==> config.mk <==
export PLATFORM = sky130hd
export DESIGN_NAME = mem_bus_arbiter
export DESIGN_NICKNAME = d
export VERILOG_FILES = /design/src/rtl/mem_bus_arbiter.sv
export SDC_FILE = /design/constraint.sdc
export NUM_CORES = 1
export LEC_CHECK = 0
export CAP_MARGIN = 40
export CORE_UTILIZATION = 35
export DETAILED_ROUTE_END_ITERATION = 12
export PLACE_DENSITY = 0.91
export SYNTH_ARGS = -nofsm -noshare
export SYNTH_HDL_FRONTEND = slang
export SYNTH_SLANG_ARGS = --single-unit
==> constraint.sdc <==
create_clock -name clk -period 1.9 [get_ports clk]
set_clock_uncertainty 0.1 [all_clocks]
set_input_delay 0.285 -clock clk [delete_from_list [all_inputs] [get_ports clk]]
set_output_delay 0.285 -clock clk [all_outputs]
set_load 0.02 [all_outputs]
==> src/rtl/mem_bus_arbiter.sv <==
// Two-port arbiter sharing a single-port, write-first, registered-output data memory
// between the processor core (P) and a host loader/debug port (H).
module mem_bus_arbiter #(
    parameter int DATA_W     = 16,
    parameter int FIXED_PRIO = 0,
    parameter int MAX_WAIT   = 4
) (
    input  logic              clk,
    input  logic              rst_n,
    input  logic              p_req,
    input  logic              p_we,
    input  logic [DATA_W-1:0] p_addr,
    input  logic [DATA_W-1:0] p_wdata,
    output logic              p_gnt,
    output logic              p_rvalid,
    output logic [DATA_W-1:0] p_rdata,
    input  logic              h_req,
    input  logic              h_we,
    input  logic [DATA_W-1:0] h_addr,
    input  logic [DATA_W-1:0] h_wdata,
    output logic              h_gnt,
    output logic              h_rvalid,
    output logic [DATA_W-1:0] h_rdata,
    output logic [DATA_W-1:0] mem_addr,
    output logic [DATA_W-1:0] mem_wdata,
    output logic              mem_wren,
    input  logic [DATA_W-1:0] mem_q
);

    localparam int         P          = 0;
    localparam int         H          = 1;
    localparam logic [3:0] WAIT_LIMIT = 4'(MAX_WAIT);
    localparam logic [3:0] WAIT_SAT   = 4'd15;

    logic [1:0]        req;
    logic [1:0]        we;
    logic [1:0]        gnt;
    logic [1:0]        rvalid;
    logic [DATA_W-1:0] rdata [2];
    logic [1:0][3:0]   wait_cnt;
    logic              last_gnt_reg;  // 0 = P, 1 = H

    assign req = {h_req, p_req};
    assign we  = {h_we, p_we};

    // Grant is gated by rst_n so reset can never issue a memory write.
    always_comb begin
        gnt = 2'b00;
        if (rst_n) begin
            if (req == 2'b01) begin
                gnt = 2'b01;
            end else if (req == 2'b10) begin
                gnt = 2'b10;
            end else if (req == 2'b11) begin
                if (FIXED_PRIO != 0) begin
                    gnt = (wait_cnt[P] == WAIT_LIMIT) ? 2'b01 : 2'b10;
                end else begin
                    gnt = last_gnt_reg ? 2'b01 : 2'b10;
                end
            end
        end
    end

    always_comb begin
        mem_addr  = '0;
        mem_wdata = '0;
        mem_wren  = 1'b0;
        if (gnt[P]) begin
            mem_addr  = p_addr;
            mem_wdata = p_wdata;
            mem_wren  = p_we;
        end else if (gnt[H]) begin
            mem_addr  = h_addr;
            mem_wdata = h_wdata;
            mem_wren  = h_we;
        end
    end

    always_ff @(posedge clk or negedge rst_n) begin
        if (!rst_n) begin
            last_gnt_reg <= 1'b0;
        end else if (|gnt) begin
            last_gnt_reg <= gnt[H];
        end
    end

    for (genvar gi = 0; gi < 2; gi++) begin : g_port
        logic [3:0]        wait_reg;
        logic              rvalid_reg;
        logic [DATA_W-1:0] hold_reg;

        always_ff @(posedge clk or negedge rst_n) begin
            if (!rst_n) begin
                wait_reg   <= 4'd0;
                rvalid_reg <= 1'b0;
                hold_reg   <= '0;
            end else begin
                if (req[gi] && !gnt[gi]) begin
                    wait_reg <= (wait_reg == WAIT_SAT) ? WAIT_SAT : wait_reg + 4'd1;
                end else begin
                    wait_reg <= 4'd0;
                end
                rvalid_reg <= gnt[gi] & ~we[gi];
                if (rvalid_reg) begin
                    hold_reg <= mem_q;
                end
            end
        end

        // The memory output is already registered, so read data passes through in the rvalid cycle.
        assign wait_cnt[gi] = wait_reg;
        assign rvalid[gi]   = rvalid_reg;
        assign rdata[gi]    = rvalid_reg ? mem_q : hold_reg;
    end

    // H's wait count has no consumer in either arbitration mode.
    logic unused_wait_bits;
    assign unused_wait_bits = ^wait_cnt;

    assign p_gnt    = gnt[P];
    assign h_gnt    = gnt[H];
    assign p_rvalid = rvalid[P];
    assign h_rvalid = rvalid[H];
    assign p_rdata  = rdata[P];
    assign h_rdata  = rdata[H];

endmodule

==> summary.md, run 1 <==
| Metric | Value |
|---|---|
| Status | `finished clean` |
| Antenna Nets Post-Route | `0` |
| Final Hold Slack | `0.1222 ns` |
| Worst setup EP type | `output pin` |
| Core area | `5172 um^2` |
| Crit-path leading delay family | `flip-flops` |
| Synth top cells by count | `67 x nand2_1, 35 x dfrtp_1, 32 x mux2_2` |
| Clk_lat worst skew | `0.28 ns` |
| Worst reg-to-reg setup slack | `0.74 ns` |
| DR vias | `2,104` |
| Detail Placement HPWL | `4737 um` |
| Antenna violations before repair | `0` |
| Register area share after synthesis | `46.17%` |
| Fraction of layout cells with a size suffix above 1 | `33.52%` |
| Cells on worst reg2reg path | `4` |
| Biggest area consumer among synthesized cells | `dfrtp_1` |
| Final hold vios | `0` |
| DIE WIDTH | `75.62 um` |
| Total grt overflow | `0` |
| Pwr/cell area | `785.4 nW/um^2` |
| Max FFs per register | `32` |
| Max Fanout on Critical Path | `27` |
| Asr flop ratio synth | `100.0%` |
| Starting DRC count in detailed routing | `68` |
| Final net count | `446` |
| Overall routing resource usage | `20.89%` |
| Largest net degree at the start of global routing | `30` |
| Clock buffer depth | `2` |
| Die Height | `75.62 um` |
| Setup TNS Final | `0 ns` |
| Seq cells post-synth | `35` |
| Clk slew on worst S/H paths | `0.07 ns` |
| Area growth from synthesis to final layout | `82.12%` |
| Measured slew at the worst slew-check pin | `0.2435 ns` |
| Post-synth cell types | `16` |
| Crit-path cells | `nand2_1 -> nand2_2 -> buf_12 -> o22ai_1 -> buf_2` |
| Endpoints failing setup | `0` |
| Rows | `26` |
| Antenna Cells | `0` |
| Synth top area cells | `dfrtp_1 46%, mux2_2 19%, nand2_1 13%, o22ai_1 10%, buf_6 3.0%` |
| CTS tree | `done` |
| WP buf/inv | `2` |
| DRC | `0` |
| Total power | `0.002713 W` |
| First-pass GRT wire length | `8818 um` |
| Peak VDD IR | `0.0005031 V` |
| Worst min-delay path class | `in -> async` |
| Post-synth EDFFs | `0` |
| Post-Syn Nets | `281` |
| DR pass1 iterations | `6` |
| Worst Setup Path Type | `reg -> out` |
| Crit path from | `last_gnt_reg` |
| Reg-to-reg endpoint | `h_rvalid` |
| Port bufs | `154` |
| RSZ-0062 raised after global routing | `no` |
| R2r startpoint | `last_gnt_reg` |
| IO Pins | `155` |
| Htree depth | `2` |
| Fmax | `536.9 MHz` |
| Number of global-route vias before repair | `1,881` |
| Final Max Slew Viols | `0` |
| WP data required | `1.51 ns` |
| Average wire per standard cell | `14.22 um` |
| Max cap viols | `0` |
| Synthesis Warnings | `0` |
| CTS Root Buffer Type | `clkbuf_8` |
| Full die area | `5718 um^2` |
| GPL Wtd Cong | `0.8061` |
| Levels on crit path | `5` |
| Final Cycle Share | `98.02%` |
| Max_slew headroom | `83.71%` |
| Clock Sink Count | `35` |
| Crit path arrival time | `1.48 ns` |
| Mapped cell area | `1897 um^2` |
| Initial core utilization | `36.67%` |
| Startpoint Class | `register` |
| Fin crit period | `1.862 ns` |
| Critical path's slowest cell | `dfrtp_2` |
| Area share of the largest cell type after synthesis | `46.17%` |
| Syn Area/Cell | `9.727 um^2` |
| Final wirelength | `6130 um` |
| Vias/cell | `4.882` |
| Leak pwr | `1.583 nW` |
| Critical Path Max Stage Delay | `0.44 ns` |
| Synth Instances | `195` |
| CTS Buf Count | `5` |
| Top FF cell, synth | `dfrtp_1` |
| Top-count cell post-synth | `nand2_1` |
## cell type report
class,count,area (um^2)
fill,435,1718
timing repair buffer,176,1519
clock buffer,7,76.32
multi-input combinational,140,882.1
clock inverter,1,5.005
inverter,2,7.507
sequential,35,877.1
tap,70,87.58
## how the worst max path moves through the flow
| stage | endpoint | slack, ns |
|---|---|---|
| detailed placement | mem_wdata[15] | -0.47 |
| finish | mem_wdata[15] | 0.04 |
| CTS | mem_wdata[14] | -0.01 |
| floorplan | h_rdata[10] | 0.33 |
| global placement | mem_addr[13] | -0.40 |
| global route | p_rdata[12] | 0.0004 |
## report_power, final
part	total, W	switching [W]	internal [W]	leakage (nW)
registers	0.000972	0.0000507	0.000921	0.417
clock network	0.000494	0.000237	0.000257	0.0422
logic	0.00125	0.000663	0.000584	1.12
## cells in the final DEF, fill, tap and decap left out
| cell type | count |
|---|---|
| mux2_2 | 32 |
| o21ai_4 | 1 |
| buf_6 | 2 |
| buf_12 | 7 |
| nand2_1 | 67 |
| buf_4 | 11 |
| a21oi_1 | 1 |
| clkbuf_1 | 2 |
| nor2_1 | 2 |
| clkinv_2 | 1 |
| nand2_2 | 1 |
| dlygate4sd3_1 | 4 |
| clkbuf_2 | 26 |
| dlygate4sd2_1 | 2 |
| buf_2 | 31 |
| clkdlybuf4s50_1 | 84 |
| dfrtp_2 | 1 |
| dfrtp_1 | 34 |
| nor3_1 | 2 |
| a31oi_1 | 1 |
| inv_2 | 1 |
| clkbuf_8 | 5 |
| o22ai_1 | 31 |
| clkdlybuf4s15_1 | 9 |
| o22ai_2 | 2 |
| inv_1 | 1 |
## worst register-to-register path, stage by stage, from the launching register on
cell and delay (ns):
dfrtp_2 0.44, nand2_1 0.13, nand2_2 0.10, buf_4 0.18, nor3_1 0.14
## logic make-up after synthesis
| logic type | Yosys count | synth area share, % |
|---|---|---|
| muxes | 32 | 19.00 |
| AOI/OAI and AO/OA | 36 | 12.99 |
| buffers and inverters | 20 | 7.321 |
| and+or+nand+nor | 72 | 14.51 |
| DFF | 35 | 46.17 |
## through the flow
step	util (%)	setup slack [ns]	area, um^2	cells
2_1_floorplan	-	0.3299	1897	195
5_1_grt	66.79	0.0003817	3455	431
6_report	66.79	0.03755	3455	431
4_1_cts	70.39	-0.009547	3641	432
3_5_place_dp	69.06	-0.4737	3572	415
3_3_place_gp	69.06	-0.3953	3572	415
## what timing repair did
item,CTS,global route
resized for setup,175,56
pin swaps,1,1
hold endpoints to repair,21,0
hold buffers,4,0
endpoints found under the setup margin,67,56
setup buffers,4,0
cloned,1,0
## layer usage
metal  global-route usage (%)  vias up  share of wire (%)
met3                    6.349       12                8.8
met4                    7.407        0                1.9
met2                    38.19      104                 53
met1                    22.84      982                 37
met5                        0        -                  0
li1                         -     1006                  -
(Power assumes the default switching activity.)
==> inputs of run 2 (changes only) <==
CTS_CLUSTER_SIZE = 30   (was not set)
==> results of run 2 <==
Final layout, timing and power as in run 1 (identical DEF).
==> inputs of run 3 (changes only) <==
CTS_CLUSTER_SIZE = 28   (was 30)
==> results of run 3 <==
Final layout, timing and power as in run 1 (identical DEF).
